## config.mk

```make
export PLATFORM = sky130hd
export DESIGN_NAME = pc_sequencer
export DESIGN_NICKNAME = d
export VERILOG_FILES = /design/src/rtl/pc_sequencer_pkg.sv /design/src/rtl/pc_offset_adder.sv /design/src/rtl/pc_sequencer.sv
export SDC_FILE = /design/constraint.sdc
export NUM_CORES = 1
export LEC_CHECK = 0
export ABC_AREA = 0
export BUFFER_PORTS_ARGS = -buffer_cell sky130_fd_sc_hd__buf_2
export CORE_ASPECT_RATIO = 0.5
export CORE_MARGIN = 2
export CORE_UTILIZATION = 45
export DETAILED_ROUTE_END_ITERATION = 8
export GPL_ROUTABILITY_DRIVEN = 0
export PLACE_DENSITY = 0.82
export SYNTH_ARGS = -nofsm -noshare
export SYNTH_HDL_FRONTEND = slang
export SYNTH_HIERARCHICAL = 1
export SYNTH_SLANG_ARGS = --single-unit
export TNS_END_PERCENT = 1
```

## constraint.sdc

```tcl
create_clock -name clk -period 3 [get_ports clk]
set_input_delay 0.6 -clock clk [delete_from_list [all_inputs] [get_ports clk]]
set_output_delay 0.6 -clock clk [all_outputs]
set_load 0.01 [all_outputs]
```

## src/rtl/pc_sequencer_pkg.sv

```systemverilog
// rtl/pc_sequencer_pkg.sv - shared state encoding and PC constants for the fetch sequencer
package pc_sequencer_pkg;

    localparam int PC_W_DEFAULT     = 5;
    localparam int RESET_PC_DEFAULT = 0;

    typedef enum logic [1:0] {
        ST_START = 2'd0,
        ST_RUN   = 2'd1,
        ST_FLUSH = 2'd2,
        ST_HALT  = 2'd3
    } seq_state_t;

endpackage

```

## src/rtl/pc_offset_adder.sv

```systemverilog
// rtl/pc_offset_adder.sv - branch target adder, base plus raw low offset bits, modulo 2^PC_W
// Ports:
//   base   in  PC_W  address the offset is relative to
//   offset in  16    instruction offset field; only [PC_W-1:0] participate
//   target out PC_W  base + offset[PC_W-1:0], wrapping
module pc_offset_adder
    import pc_sequencer_pkg::*;
#(
    parameter int PC_W = PC_W_DEFAULT
) (
    input  logic [PC_W-1:0] base,
    input  logic [15:0]     offset,
    output logic [PC_W-1:0] target
);

    // Upper offset bits are deliberately ignored; negative offsets work via wrap.
    logic unused_offset_bits;
    assign unused_offset_bits = ^offset[15:PC_W];

    assign target = base + offset[PC_W-1:0];

endmodule

```

## src/rtl/pc_sequencer.sv

```systemverilog
// rtl/pc_sequencer.sv - program counter owner and instruction fetch sequencer
// Ports:
//   clk, rst                         clock and synchronous active-high reset
//   stall                            hold pc, no new fetch
//   br_req, br_taken, br_base,
//   br_const                         resolved branch and its target operands
//   jmp_req, jmp_addr                absolute jump
//   halt_req, resume                 enter / leave HALT
//   pc, pc_plus_4                    fetch address and its sequential successor
//   fetch_en, flush, halted          fetch valid, kill fetch/decode slot, halt status
//   redirect_cnt                     saturating count of taken branches plus jumps
module pc_sequencer
    import pc_sequencer_pkg::*;
#(
    parameter int PC_W         = PC_W_DEFAULT,
    parameter int PC_INC       = 1,
    parameter int RESET_PC     = RESET_PC_DEFAULT,
    parameter int FLUSH_CYCLES = 1,
    parameter int CNT_W        = 8
) (
    input  logic             clk,
    input  logic             rst,
    input  logic             stall,
    input  logic             br_req,
    input  logic             br_taken,
    input  logic [PC_W-1:0]  br_base,
    input  logic [15:0]      br_const,
    input  logic             jmp_req,
    input  logic [PC_W-1:0]  jmp_addr,
    input  logic             halt_req,
    input  logic             resume,
    output logic [PC_W-1:0]  pc,
    output logic [PC_W-1:0]  pc_plus_4,
    output logic             fetch_en,
    output logic             flush,
    output logic             halted,
    output logic [CNT_W-1:0] redirect_cnt
);

    localparam logic [1:0]      FLUSH_LOAD = 2'(FLUSH_CYCLES);
    localparam logic [PC_W-1:0] PC_RESET   = PC_W'(RESET_PC);
    localparam logic [PC_W-1:0] PC_STEP    = PC_W'(PC_INC);

    seq_state_t      state, state_nxt;
    logic [PC_W-1:0] pc_nxt;
    logic [PC_W-1:0] br_target;
    logic [1:0]      flush_cnt, flush_cnt_nxt;
    logic            redirect;

    pc_offset_adder #(.PC_W(PC_W)) u_br_adder (
        .base   (br_base),
        .offset (br_const),
        .target (br_target)
    );

    assign pc_plus_4 = pc + PC_STEP;
    assign halted    = (state == ST_HALT);

    always_comb begin
        state_nxt     = state;
        pc_nxt        = pc;
        flush_cnt_nxt = flush_cnt;
        fetch_en      = 1'b0;
        redirect      = 1'b0;
        case (state)
            ST_START: state_nxt = ST_RUN;
            ST_RUN, ST_FLUSH: begin
                // The redirected PC is fetched during bubbles; only RUN honours stall.
                fetch_en = (state == ST_FLUSH) ? 1'b1 : ~stall;
                if (state == ST_FLUSH) begin
                    if (flush_cnt <= 2'd1) begin
                        state_nxt = ST_RUN;
                    end else begin
                        flush_cnt_nxt = flush_cnt - 2'd1;
                    end
                end
                if (halt_req) begin
                    state_nxt = ST_HALT;
                end else if (jmp_req) begin
                    pc_nxt   = jmp_addr;
                    redirect = 1'b1;
                end else if (br_req && br_taken) begin
                    pc_nxt   = br_target;
                    redirect = 1'b1;
                end else if (!stall) begin
                    pc_nxt = pc_plus_4;
                end
                // A redirect inside FLUSH restarts the bubble window.
                if (redirect) begin
                    state_nxt     = ST_FLUSH;
                    flush_cnt_nxt = FLUSH_LOAD;
                end
            end
            ST_HALT: begin
                if (resume) begin
                    state_nxt = ST_RUN;
                end
            end
            default: state_nxt = ST_START;
        endcase
    end

    always_ff @(posedge clk) begin
        if (rst) begin
            state        <= ST_START;
            pc           <= PC_RESET;
            flush_cnt    <= 2'd0;
            flush        <= 1'b0;
            redirect_cnt <= '0;
        end else begin
            state     <= state_nxt;
            pc        <= pc_nxt;
            flush_cnt <= flush_cnt_nxt;
            flush     <= (state_nxt == ST_FLUSH);
            if (redirect && (redirect_cnt != {CNT_W{1'b1}})) begin
                redirect_cnt <= redirect_cnt + 1'b1;
            end
        end
    end

endmodule

```

After elaboration in Yosys (flattened, before gate mapping)
Index checks and enable logic that the tools add are counted.
{"block": "totals", "regBits": 18, "out_inout_bits": 21}
{"block": "op_classes", "n_eq_ne": 7, "mux": 19, "addsub": 4, "n_bitwise": 2, "n_lt_le_gt_ge": 1, "n_reduce_logical": 7}
{"cell": "2-to-1 mux 2 bit", "n": 8}
{"cell": "2-to-1 mux 5 bit", "n": 3}
{"cell": "adder 8 x 1 -> 8 bit (second input constant)", "n": 1}
{"cell": "!= test 8 bit (second input constant)", "n": 1}
{"cell": "2-to-1 mux 1 bit", "n": 7}
{"cell": "== test 2 bit (second input constant)", "n": 3}
{"cell": "case mux 2 bit (3 select lines)", "n": 1}
{"cell": "AND reduction 3 bit", "n": 2}
{"cell": "adder 5 x 1 -> 5 bit (second input constant)", "n": 1}
{"cell": "adder 5 bit", "n": 1}
{"cell": "!= test 3 x 1 -> 1 bit (second input constant)", "n": 1}
{"cell": "== test 2 x 1 -> 1 bit (second input constant)", "n": 1}
{"cell": "less-or-equal comparator 2 x 1 -> 1 bit (second input constant)", "n": 1}
{"cell": "logical AND 1 bit", "n": 2}
{"cell": "logical NOT 2 bit", "n": 1}
{"cell": "!= test 2 x 1 -> 1 bit (second input constant)", "n": 1}
{"cell": "inverter 1 bit", "n": 2}
{"cell": "nonzero test 2 bit", "n": 1}
{"cell": "OR reduction 2 bit", "n": 1}
{"cell": "subtractor 2 x 1 -> 2 bit (second input constant)", "n": 1}

Longest topological paths before layout
Gate-level depths: netlist of run 1.
{"block": "logic_depth", "word_depth": 8, "depth_mapped": 10}

By module
The synthesis of run 1 kept the hierarchy.
{"mod": "pc_sequencer", "cells_per_inst": 126, "instances": 1, "area_each_um2": 1067.3, "seq_area_each_um2": 360.3}
{"mod": "pc_offset_adder", "cells_per_inst": 19, "instances": 1, "area_each_um2": 158.9, "seq_area_each_um2": 0.0}

Worst setup path after synthesis of run 1
No wires, ideal clock.
{"block": "synth_timing", "path_type": "input -> register", "from": "input br_const[0]", "to": "register pc[4]", "setup_ns": 0.074, "path_buffers": 0, "slack_ns": 0.990, "t_required_ns": 2.926, "arrival_ns": 1.935, "path_stages": 10, "path_cell_list": "ha_1 inv_1 fa_1 nand2b_1 a21oi_2 xnor2_1 inv_1 a21oi_1 o21ai_0 a31oi_1"}
{"block": "synth_between", "elab_chain_cells": 3}
{"element": "from (decl)", "line_no": "pc_sequencer.sv:27", "text": "input logic [15:0] br_const,"}
{"element": "adder 5 bit", "line_no": "pc_offset_adder.sv:20", "text": "assign target = base + offset[PC_W-1:0];"}
{"element": "net br_target[4]", "line_no": "pc_sequencer.sv:46", "text": "logic [PC_W-1:0] br_target;"}
{"element": "2-to-1 mux 5 bit", "line_no": "pc_sequencer.sv:82", "text": "end else if (br_req && br_taken) begin"}
{"element": "2-to-1 mux 5 bit", "line_no": "pc_sequencer.sv:79", "text": "end else if (jmp_req) begin"}
{"element": "to (signal assigned)", "line_no": "pc_sequencer.sv:112", "text": "pc <= pc_nxt;"}
{"element": "to (decl)", "line_no": "pc_sequencer.sv:32", "text": "output logic [PC_W-1:0] pc,"}
The timed path passes the listed nets, and every way through them passes these cells.
A chain may end at the register's enable or synchronous reset.

Worst setup path after layout of run 1
{"block": "layout_timing", "from": "register state[0]", "to": "output fetch_en"}
{"block": "layout_between", "elab_chain_cells": 3, "elab_cells_between_ends": 5, "classes_between": "eq/ne (2); mux (2); reduce/logical (1)"}
{"element": "from (decl)", "line_no": "pc_sequencer.sv:44", "text": "seq_state_t state, state_nxt;"}
{"element": "from (signal assigned)", "line_no": "pc_sequencer.sv:111", "text": "state <= state_nxt;"}
{"element": "== test 2 bit or == test 2 x 1 -> 1 bit (tied branches)", "line_no": "pc_sequencer.sv:65, pc_sequencer.sv:69"}
{"element": "2-to-1 mux 1 bit or OR reduction 2 bit (tied branches)", "line_no": "pc_sequencer.sv:69, pc_sequencer.sv:65"}
{"element": "2-to-1 mux 1 bit (*)", "line_no": "pc_sequencer.sv:65", "text": "case (state)"}
{"element": "to (decl)", "line_no": "pc_sequencer.sv:34", "text": "output logic fetch_en,"}
Every way passes the cells marked *; elsewhere a longest branch is shown, timed or not.

==> impl_metrics.tcl, run 1 <==
set metrics [dict create \
    clkPwrFrac_pct 31.5 \
    fmax_mhz 485 \
    post_cts_buffers 0 \
    ant_nets 0 \
    period_share_pct 68.7 \
    routed_wl_um 2840 \
    drive_above_1_share_pct 30.2 \
    startpoint "state[0]" \
    avgSynthCellArea_um2 8.46 \
    ctsRootBufferMaster "clkbuf_8" \
    p_switching_mw 0.195 \
    critical_path_required_ns 2.40 \
    critPathMaxFanout 8 \
    drc 0 \
    synthesis.yosys.warnings 6 \
    port_buffers 43 \
    wl_per_cell_um 12.6 \
    grt_pass1_vias 982 \
    p_int_mw 0.449 \
    diodes 0 \
    h-tree-depth 1 \
    setup-tns-final_ns 0 \
    first_pass_iters 4 \
    p_seq_share_pct 41.6 \
    seq_area_frac_synth_pct 29.4 \
    drtIter0Drc 71 \
    finalHoldViolCount 0 \
    nets 235 \
    rsz0062_at_grt "no" \
    synth_cell_types 40 \
    synth_edf_count 0 \
    hp-start "pc[1]" \
    relSlewSlack_pct 70.0 \
    grt_antenna_before_repair 0 \
    cp-start-kind "flop" \
    area_delta_synth_final_pct 24.9 \
    synth_top_area_share_pct 29.4 \
    die_h_um 40.9 \
    fill_cells 243 \
    ir_drop_v 0.000218 \
    pwr_density_cell_nw_per_um2 420 \
    ys_ff_latch 18 \
    grt_usage_pct 18.2 \
    synthesis.area_um2 1230 \
    synth_area_leaders "dfxtp_1 (29%), ha_1 (10%), xnor2_1 (5.7%)" \
    io-pin-count 55 \
    clock_latency_ns 0.26 \
    setup_viol 0 \
    dr_total_vias 1181 \
    critPathSlowestCell "ha_1" \
    regArea_um2 360 \
    die_w_um 77.8 \
    multi_input_area_um2 798 \
    synth_fp_nets 190 \
    final.setup_skew_ns 0.00406 \
    dp_hpwl_um 2150 \
    grt_max_degree 16 \
    ys.flop_type "dfxtp_1" \
    drv_cap 0 \
    finalWorstSetupSlack_ns 0.939 \
    p_leak_nw 0.711 \
    p_comb_share_pct 26.9 \
    slowest_delay_ns 0.42 \
    synth-async-reset-ratio_pct 0 \
    cts_tree "yes" \
    cp.arrival_ns 1.46 \
    mostFrequentLayoutCells "buf_2 (43), dfxtp_1 (18), inv_1 (15)" \
    dp_slack_ns 0.787 \
    hp-class "reg -> reg" \
    fin_crit_ns 2.06 \
    cts_resized 0 \
    p_sw_share_pct 30.2 \
    synth_top_cell_by_area "dfxtp_1" \
    numCtsBuffers 3 \
    routed_via_density 5.23 \
    cts.clk_slew.worst_paths_ns 0.07 \
    ctsHoldBuffers 0 \
    final_common_cell "buf_2" \
    end_kind "output port" \
    grt_pass1_wl_um 4350 \
    critical_path_class "reg -> out" \
    slew_violations 0 \
    coreArea_um2 2590 \
    power_mw 0.644 \
    clockBufferDepth 2 \
    die-area_um2 3180 \
    num_rows 13 \
    outcome "complete, no violations" \
    cts_num_sinks 18 \
    synthCells 145 \
    grt-ovfl-total 0 \
    tightest_slew_ns 0.438 \
    start_util_pct 47.4 \
    reg2reg_from "state[0]" \
    cp_cell_sequence "inv_1 > ha_1 > a21boi_0 > buf_2" \
]
[worst max-delay path, delay by kind of cell (launching register included)]
| family | cells | cell delay, ns |
|---|---|---|
| adders and majority gates | 1 | 0.42 |
| DFF | 1 | 0.36 |
| buffers and inverters | 2 | 0.23 |
| AOI/OAI and AO/OA | 1 | 0.19 |
[worst paths after layout]
check | cells after the start | slack, ns | to
max reg2reg | 6 | 1.11 | redirect_cnt[7]
max | 4 | 0.94 | fetch_en
min reg2reg | 2 | 0.50 | pc[1]
min | 2 | 0.50 | pc[1]
[flip-flops by register name, summed over array words and instances, names as in the netlist]
signal and cells:
redirect_cnt 8, pc 5, flush_cnt 2, state 2, flush 1
[cell type report]
type / count / area share (%)
clock buffers: 4 / 3.59
flip-flops and latches: 18 / 23.5
multi-input cells: 109 / 52.1
repair buffers: 43 / 14.1
well taps: 37 / 3.02
inverters: 15 / 3.68
[stage by stage]
step	instances	cell area (µm²)	util [%]	hold slack, ns
4_1_cts	226	1530	59.2	0.510
3_5_place_dp	222	1480	57.1	0.502
2_1_floorplan	145	1230	-	0.470
6_report	226	1530	59.2	0.503
3_3_place_gp	222	1480	57.1	0.486
5_1_grt	226	1530	59.2	0.542
[metal layers]
| layer | up-vias | GRT usage (%) | part of all wire (%) | routed length (µm) |
|---|---|---|---|---|
| met2 | 38 | 33.0 | 47 | 1320 |
| met1 | 538 | 22.7 | 47 | 1320 |
| met3 | 5 | 4.41 | 5.9 | 168 |
| met5 | - | 0 | 0 | 0 |
| li1 | 600 | - | - | - |
| met4 | 0 | 5.36 | 0.95 | 27 |
[kinds of logic after synthesis]
kind of cell / synth area share [%]
AO/OA/AOI/OAI: 23.5
XOR/XNOR: 7.86
adder cells (fa/ha/maj): 11.8
buffers and inverters: 5.51
flip-flops: 29.4
multiplexers: 2.65
AND/OR/NAND/NOR: 19.3
[synthesized netlist by cell type (3+ instances only)]
cell	n
xnor2_1	8
a31oi_1	3
clkbuf_1	3
a21oi_1	12
inv_1	15
dfxtp_1	18
ha_1	10
nor2_1	8
nand3_1	6
nand2_1	9
nand2b_1	5
o21ai_0	11
xor2_1	3
[power groups by stage]
stage | Sequential, mW | Clock [mW] | Combinational, mW
finish | 0.268 | 0.203 | 0.173
global route | 0.270 | 0.214 | 0.191
CTS | 0.268 | 0.206 | 0.172
detailed placement | 0.273 | 0 | 0.170
global placement | 0.273 | 0 | 0.164
floorplan | 0.276 | 0 | 0.108
Power figures use the tool's default switching activity.
==> inputs of run 2 (changes only) <==
--- a/config.mk
+++ b/config.mk
@@ -5,11 +5,11 @@
 export SDC_FILE = /design/constraint.sdc
 export NUM_CORES = 1
 export LEC_CHECK = 0
-export ABC_AREA = 0
+export ABC_AREA = 1
 export BUFFER_PORTS_ARGS = -buffer_cell sky130_fd_sc_hd__buf_2
 export CORE_ASPECT_RATIO = 0.5
 export CORE_MARGIN = 2
-export CORE_UTILIZATION = 45
+export CORE_UTILIZATION = 44
 export DETAILED_ROUTE_END_ITERATION = 8
 export GPL_ROUTABILITY_DRIVEN = 0
 export PLACE_DENSITY = 0.82
==> constraint.sdc (replaced) <==
create_clock -name clk -period 1.8 [get_ports clk]
set_input_delay 0.36 -clock clk [delete_from_list [all_inputs] [get_ports clk]]
set_output_delay 0.36 -clock clk [all_outputs]
set_load 0.01 [all_outputs]
==> run 2 against run 1 <==
  * Synthesized area is 12% higher
  * Clock skew is 0.0024 ns higher
  * Power is 64% higher
  * Clock power is 44% higher
  * Register-to-register slack worse by 0.82 ns
  * Non-clock buffer count is 1 higher
  * Combinational power is 81% higher
  * Flip-flop and latch count stayed put
  * Count of clock-buffer cells in the layout is 1 lower
  * Cell count is 33% higher
  * Hold slack worse by 0.11 ns
  * Synthesized cell count is 49% higher
  * Critical endpoint is now pc_plus_4[4]
  * Largest power group unchanged
  * Highest routed layer unchanged
==> impl_metrics.tcl, run 2 <==
set metrics [dict create \
    outcome "complete, no violations" \
    routed_wl_um 3160 \
    end_kind "output port" \
    ys.flop_type "dfxtp_1" \
    synth.area.mux_share_pct 0 \
    area_delta_synth_final_pct 22.7 \
    tightest_slew_ns 0.289 \
    grt_max_degree 11 \
    cp_common_cell "nand2_1" \
    cp-start-kind "flop" \
    coreArea_um2 3000 \
    finalHoldViolCount 0 \
    num_rows 14 \
    cts.clk_slew.worst_paths_ns 0.07 \
    r2r_cells 8 \
    h-tree-depth 1 \
    slowest_delay_ns 0.41 \
    whs_path_depth 3 \
    synthSimpleGateAreaFrac_pct 39.5 \
    mostFrequentLayoutCells "nand2_1 (64), buf_2 (43), inv_1 (32)" \
    drtIter0Drc 76 \
    holdWs_ns 0.393 \
    routed_via_density 4.91 \
    reg2reg_from "state[0]" \
    reg2reg_slack_ns 0.29 \
    fin_crit_ns 1.66 \
    synth_top_family_by_area "simple AND/OR/NAND/NOR gates" \
    seq_area_frac_synth_pct 26.2 \
    ys_ff_latch 18 \
    dr_wl_met2_um 1580 \
    critical_path_required_ns 1.44 \
    synth_edf_count 0 \
    ctsRootBufferMaster "clkbuf_8" \
    top_regs "redirect_cnt: 8 flops, pc: 5 flops" \
    pwr_density_cell_nw_per_um2 624 \
    first_pass_iters 4 \
    rsz0062_at_grt "no" \
    critPathSlowestCell "dfxtp_1" \
    dp_slack_ns -0.0104 \
    hp-class "in -> reg" \
    final_common_cell "nand2_1" \
    grt_pass1_wl_um 5460 \
    holdPathEnd "pc[3]" \
    dr_total_vias 1477 \
    critical_path_class "reg -> out" \
    drc 0 \
    cp.arrival_ns 1.30 \
    start_util_pct 46.0 \
    cts_num_sinks 18 \
    io-pin-count 55 \
    period_share_pct 92.2 \
    grt_antenna_before_repair 0 \
    die_h_um 43.6 \
    ir_drop_v 0.000277 \
    grt_usage_pct 18.7 \
    drive_above_1_share_pct 24.5 \
    diodes 0 \
    largest_reg_flops 8 \
    yosys.cell_count.top_type "nand2_1" \
    worstReg2RegEnd "pc[4]" \
    grt_pass1_vias 1315 \
    synthCells 216 \
    synth_top_area_share_pct 26.2 \
    ant_nets 0 \
    hp-start "jmp_addr[3]" \
    drv_cap 0 \
    final_util_pct 56.4 \
    synth_fa_ha_area_share_pct 10.5 \
    wl_met1_um 1400 \
    synthesis.area_um2 1380 \
    fmax_mhz 603 \
    die-area_um2 3620 \
    cp_cell_sequence "ha_1 > nand3_1 > nand2_1 > nand2_1 > buf_2" \
    setup_viol 0 \
    nets 308 \
    finalWorstSetupSlack_ns 0.141 \
    avgSynthCellArea_um2 6.38 \
    clock_latency_ns 0.26 \
    synth_area_leaders "dfxtp_1 (26%), nand2_1 (17%), ha_1 (9.1%)" \
    port_buffers 43 \
    synth_top_cell_by_area "dfxtp_1" \
    maxUsedRoutingLayer "met4" \
    synth_compound_area_share_pct 10.1 \
    dp_hpwl_um 2490 \
    synth_cell_types 26 \
    wl_per_cell_um 10.5 \
    grt-ovfl-total 0 \
    slew_violations 0 \
    critPathMaxFanout 5 \
    wl_met3_um 111 \
    die_w_um 83.1 \
    synth_fp_nets 261 \
    numCtsBuffers 3 \
    setup-tns-final_ns 0 \
    synth_common_cells "nand2_1 (64), inv_1 (32), nor2_1 (29), dfxtp_1 (18), nand3_1 (13)" \
    synth-async-reset-ratio_pct 0 \
    final.setup_skew_ns 0.00648 \
    cts_tree "yes" \
    top_register "redirect_cnt" \
    clockBufferDepth 2 \
    synth_xor_xnor_area_share_pct 3.18 \
    synthesis.yosys.warnings 6 \
    relSlewSlack_pct 80.7 \
    p_leak_nw 0.886 \
]
## run 2: changes by cell type after synthesis, sizes merged, moves of 3 or more
cell    delta
a21boi     -3
nand3      +7
nor2      +24
xnor2      -5
nand3b     +3
nand2     +60
nand2b     -5
inv       +19
## run 2: repair_timing
item / CTS / global route
buffers inserted: 0 / 0
endpoints found under the hold margin: 0 / 0
setup endpoints to repair: 0 / 2
resized for setup: 0 / 2
hold buffers: 0 / 0
## run 2: metal layers
layer,track usage [%],up-vias
li1,-,761
met1,21.3,678
met2,35.0,29
met3,4.38,9
met4,7.21,0
met5,0,-
## run 2: area by class of cell
class | count | area [µm²]
multi-input combinational | 162 | 885
sequential | 18 | 362
inverter | 34 | 130
fill | 282 | 1310
clock buffer | 3 | 41.3
timing repair buffer | 44 | 223
tap | 40 | 50.0
## run 2: how the worst max path moves through the flow
stage / from / endpoint
after floorplan: br_const[0] / pc[4]
after global placement: br_const[0] / pc[4]
after detailed placement: br_base[0] / pc[4]
after CTS: state[1] / fetch_en
after global routing: state[0] / fetch_en
final: pc[1] / pc_plus_4[4]
## run 2: metrics by stage
step / std cells / cell area [µm²] / power (mW)
floorplan: 216 / 1380 / 0.654
global placement: 298 / 1640 / 0.745
detailed placement: 298 / 1640 / 0.760
CTS: 301 / 1680 / 1.05
global route: 301 / 1690 / 1.13
finish: 301 / 1690 / 1.05
## run 2: worst max-delay path, delay by kind of cell, from the launching register on
kind          cells  cell delay, ns
buf+inv           1            0.14
fa+ha+maj         1            0.26
simple gates      3            0.24
flops             1            0.41
## run 2: report_power, final
part	leakage (nW)	switching, mW	internal, mW	total, mW
logic	0.718	0.182	0.132	0.313
clock network	0.0216	0.143	0.149	0.292
registers	0.147	0.0264	0.423	0.450
total	0.886	0.351	0.704	1.05
## run 2: logic make-up after synthesis
group,Yosys count
AOI/OAI and AO/OA,23
xor gates and xnor gates,5
adders and majority gates,11
buffers and inverters,36
DFF,18
and+or+nand+nor,123
==> inputs of run 3 (changes only) <==
--- a/config.mk
+++ b/config.mk
@@ -9,10 +9,11 @@
 export BUFFER_PORTS_ARGS = -buffer_cell sky130_fd_sc_hd__buf_2
 export CORE_ASPECT_RATIO = 0.5
 export CORE_MARGIN = 2
-export CORE_UTILIZATION = 44
+export CORE_UTILIZATION = 45
+export CTS_BUF_LIST = sky130_fd_sc_hd__clkbuf_8
 export DETAILED_ROUTE_END_ITERATION = 8
 export GPL_ROUTABILITY_DRIVEN = 0
-export PLACE_DENSITY = 0.82
+export PLACE_DENSITY = 0.83
 export SYNTH_ARGS = -nofsm -noshare
 export SYNTH_HDL_FRONTEND = slang
 export SYNTH_HIERARCHICAL = 1
==> run 3 against run 2 <==
  * Core utilization rose by 1.1 points
  * Via count down 2.4%
  * Cell area rose by 0.81%
  * Sequential share of layout area decreased by 0.17 points
  * First-iteration DRC count is 50% lower
  * Global-route usage down 1.8 points
  * Die area shrank 2.1%
  * Power rose by 3.7%
  * Flip-flop and latch count did not move
  * Wire length down 5.3%
  * Cell count increased by 0.33%
  * Largest power group unchanged
==> impl_metrics.tcl, run 3 (same netlist as run 2, synthesis figures left out) <==
set metrics [dict create \
    h-tree-depth 1 \
    whs_path_depth 3 \
    start_util_pct 46.5 \
    die-area_um2 3550 \
    drv_cap 0 \
    worstReg2RegEnd "pc[2]" \
    cts_tree "yes" \
    critPathSlowestCell "dfxtp_1" \
    final.setup_skew_ns 0.00222 \
    holdPathEnd "pc[3]" \
    routed_wl_um 2990 \
    die_h_um 43.1 \
    drive_above_1_share_pct 24.8 \
    first_pass_iters 4 \
    fin_crit_ns 1.65 \
    diodes 0 \
    routed_via_density 4.77 \
    wl_per_cell_um 9.91 \
    reg2reg_slack_ns 0.29 \
    cts.clk_slew.worst_paths_ns 0.07 \
    outcome "complete, no violations" \
    final_area_um2 1700 \
    top_register "redirect_cnt" \
    port_buffers 43 \
    grt_pass1_wl_um 4730 \
    grt-ovfl-total 0 \
    ctsRootBufferMaster "clkbuf_8" \
    final_cells 302 \
    r2r_cells 10 \
    drtIter0Drc 38 \
    die_w_um 82.2 \
    ant_nets 0 \
    top_regs "redirect_cnt: 8 flops, pc: 5 flops" \
    grt_max_degree 11 \
    critPathMaxFanout 5 \
    mostFrequentLayoutCells "nand2_1 (64), buf_2 (43), inv_1 (32)" \
    period_share_pct 91.6 \
    dpl.cell_count 298 \
    post_cts_buffers 0 \
    dp_hpwl_um 2370 \
    reg2reg_from "state[0]" \
    relSlewSlack_pct 81.4 \
    fmax_mhz 606 \
    end_kind "output port" \
    io-pin-count 55 \
    hp-class "in -> reg" \
    final_common_cell "nand2_1" \
    critical_path_required_ns 1.44 \
    setup_viol 0 \
    slew_violations 0 \
    cp_common_cell "inv_1" \
    hp-start "jmp_addr[3]" \
    drc 0 \
    clockBufferDepth 2 \
    cts_num_sinks 18 \
    rsz0062_at_grt "no" \
    numCtsBuffers 3 \
    ir_drop_v 0.000256 \
    area_delta_synth_final_pct 23.7 \
    dr_total_vias 1442 \
    cts_resized 0 \
    largest_reg_flops 8 \
    grt_pass1_vias 1192 \
    slowest_delay_ns 0.36 \
    cp-start-kind "flop" \
    grt_usage_pct 16.9 \
    cp.arrival_ns 1.29 \
    critical_path_class "reg -> out" \
    ctsHoldBuffers 0 \
    coreArea_um2 2960 \
    dpl_cell_area_um2 1640 \
    num_rows 14 \
    clock_latency_ns 0.25 \
    nets 308 \
    cp_cell_sequence "inv_1 > ha_4 > inv_1 > a21oi_1 > buf_2" \
    pwr_density_cell_nw_per_um2 642 \
    finalHoldViolCount 0 \
    p_leak_nw 0.894 \
    grt_antenna_before_repair 0 \
    tightest_slew_ns 0.278 \
]
## run 3: changes by cell type in the layout (fill, tap and decap cells not counted), sizes merged
cell | previous run | this run
clkbuf | 3 | 4
## run 3: layout make-up
class	count	area, µm²
clock buffers	4	55.1
fillers	256	1260
inverters	34	130
multi-input cells	162	885
flip-flops and latches	18	362
well taps	40	50.0
repair buffers	44	223
## run 3: how the worst max path moves through the flow
stage                           start  endpoint  slack (ns)  cells past startpoint
after floorplan           br_const[0]     pc[4]        0.21                     13
after global placement    br_const[0]     pc[4]        0.05                     14
after detailed placement  br_const[0]     pc[4]       -0.01                     14
after CTS                    state[1]  fetch_en        0.05                      5
after global routing         state[0]  fetch_en        0.07                      5
final                        state[0]  fetch_en        0.15                      5
## run 3: per-stage QoR
step	worst slack [ns]	power, mW	hold WS [ns]	setup TNS, ns	utilization, %
detailed placement	-0.00975	0.757	0.507	-0.00975	55.2
finish	0.151	1.09	0.397	0	57.6
global route	0.0662	1.16	0.414	0	57.6
CTS	0.0464	1.09	0.395	0	57.1
global placement	0.0507	0.745	0.491	0	55.2
floorplan	0.209	0.654	0.489	0	-
## run 3: metal layers
layer,wire (µm),vias up,GRT usage (%)
met3,159,0,4.26
met2,1520,32,30.5
li1,-,764,-
met5,0,-,0
met1,1320,646,20.9
met4,0,0,1.33
## run 3: critical path: cells and delay by family (launching register included)
family                     cells  cell delay [ns]
buffers and inverters          3             0.28
adders and majority gates      1             0.30
AOI/OAI and AO/OA              1             0.10
DFF                            1             0.36
## run 3: report_power, final
part | total (mW) | switching, mW | internal (mW)
Sequential | 0.450 | 0.0263 | 0.423
Clock | 0.334 | 0.140 | 0.194
Combinational | 0.309 | 0.178 | 0.131
Total | 1.09 | 0.345 | 0.748
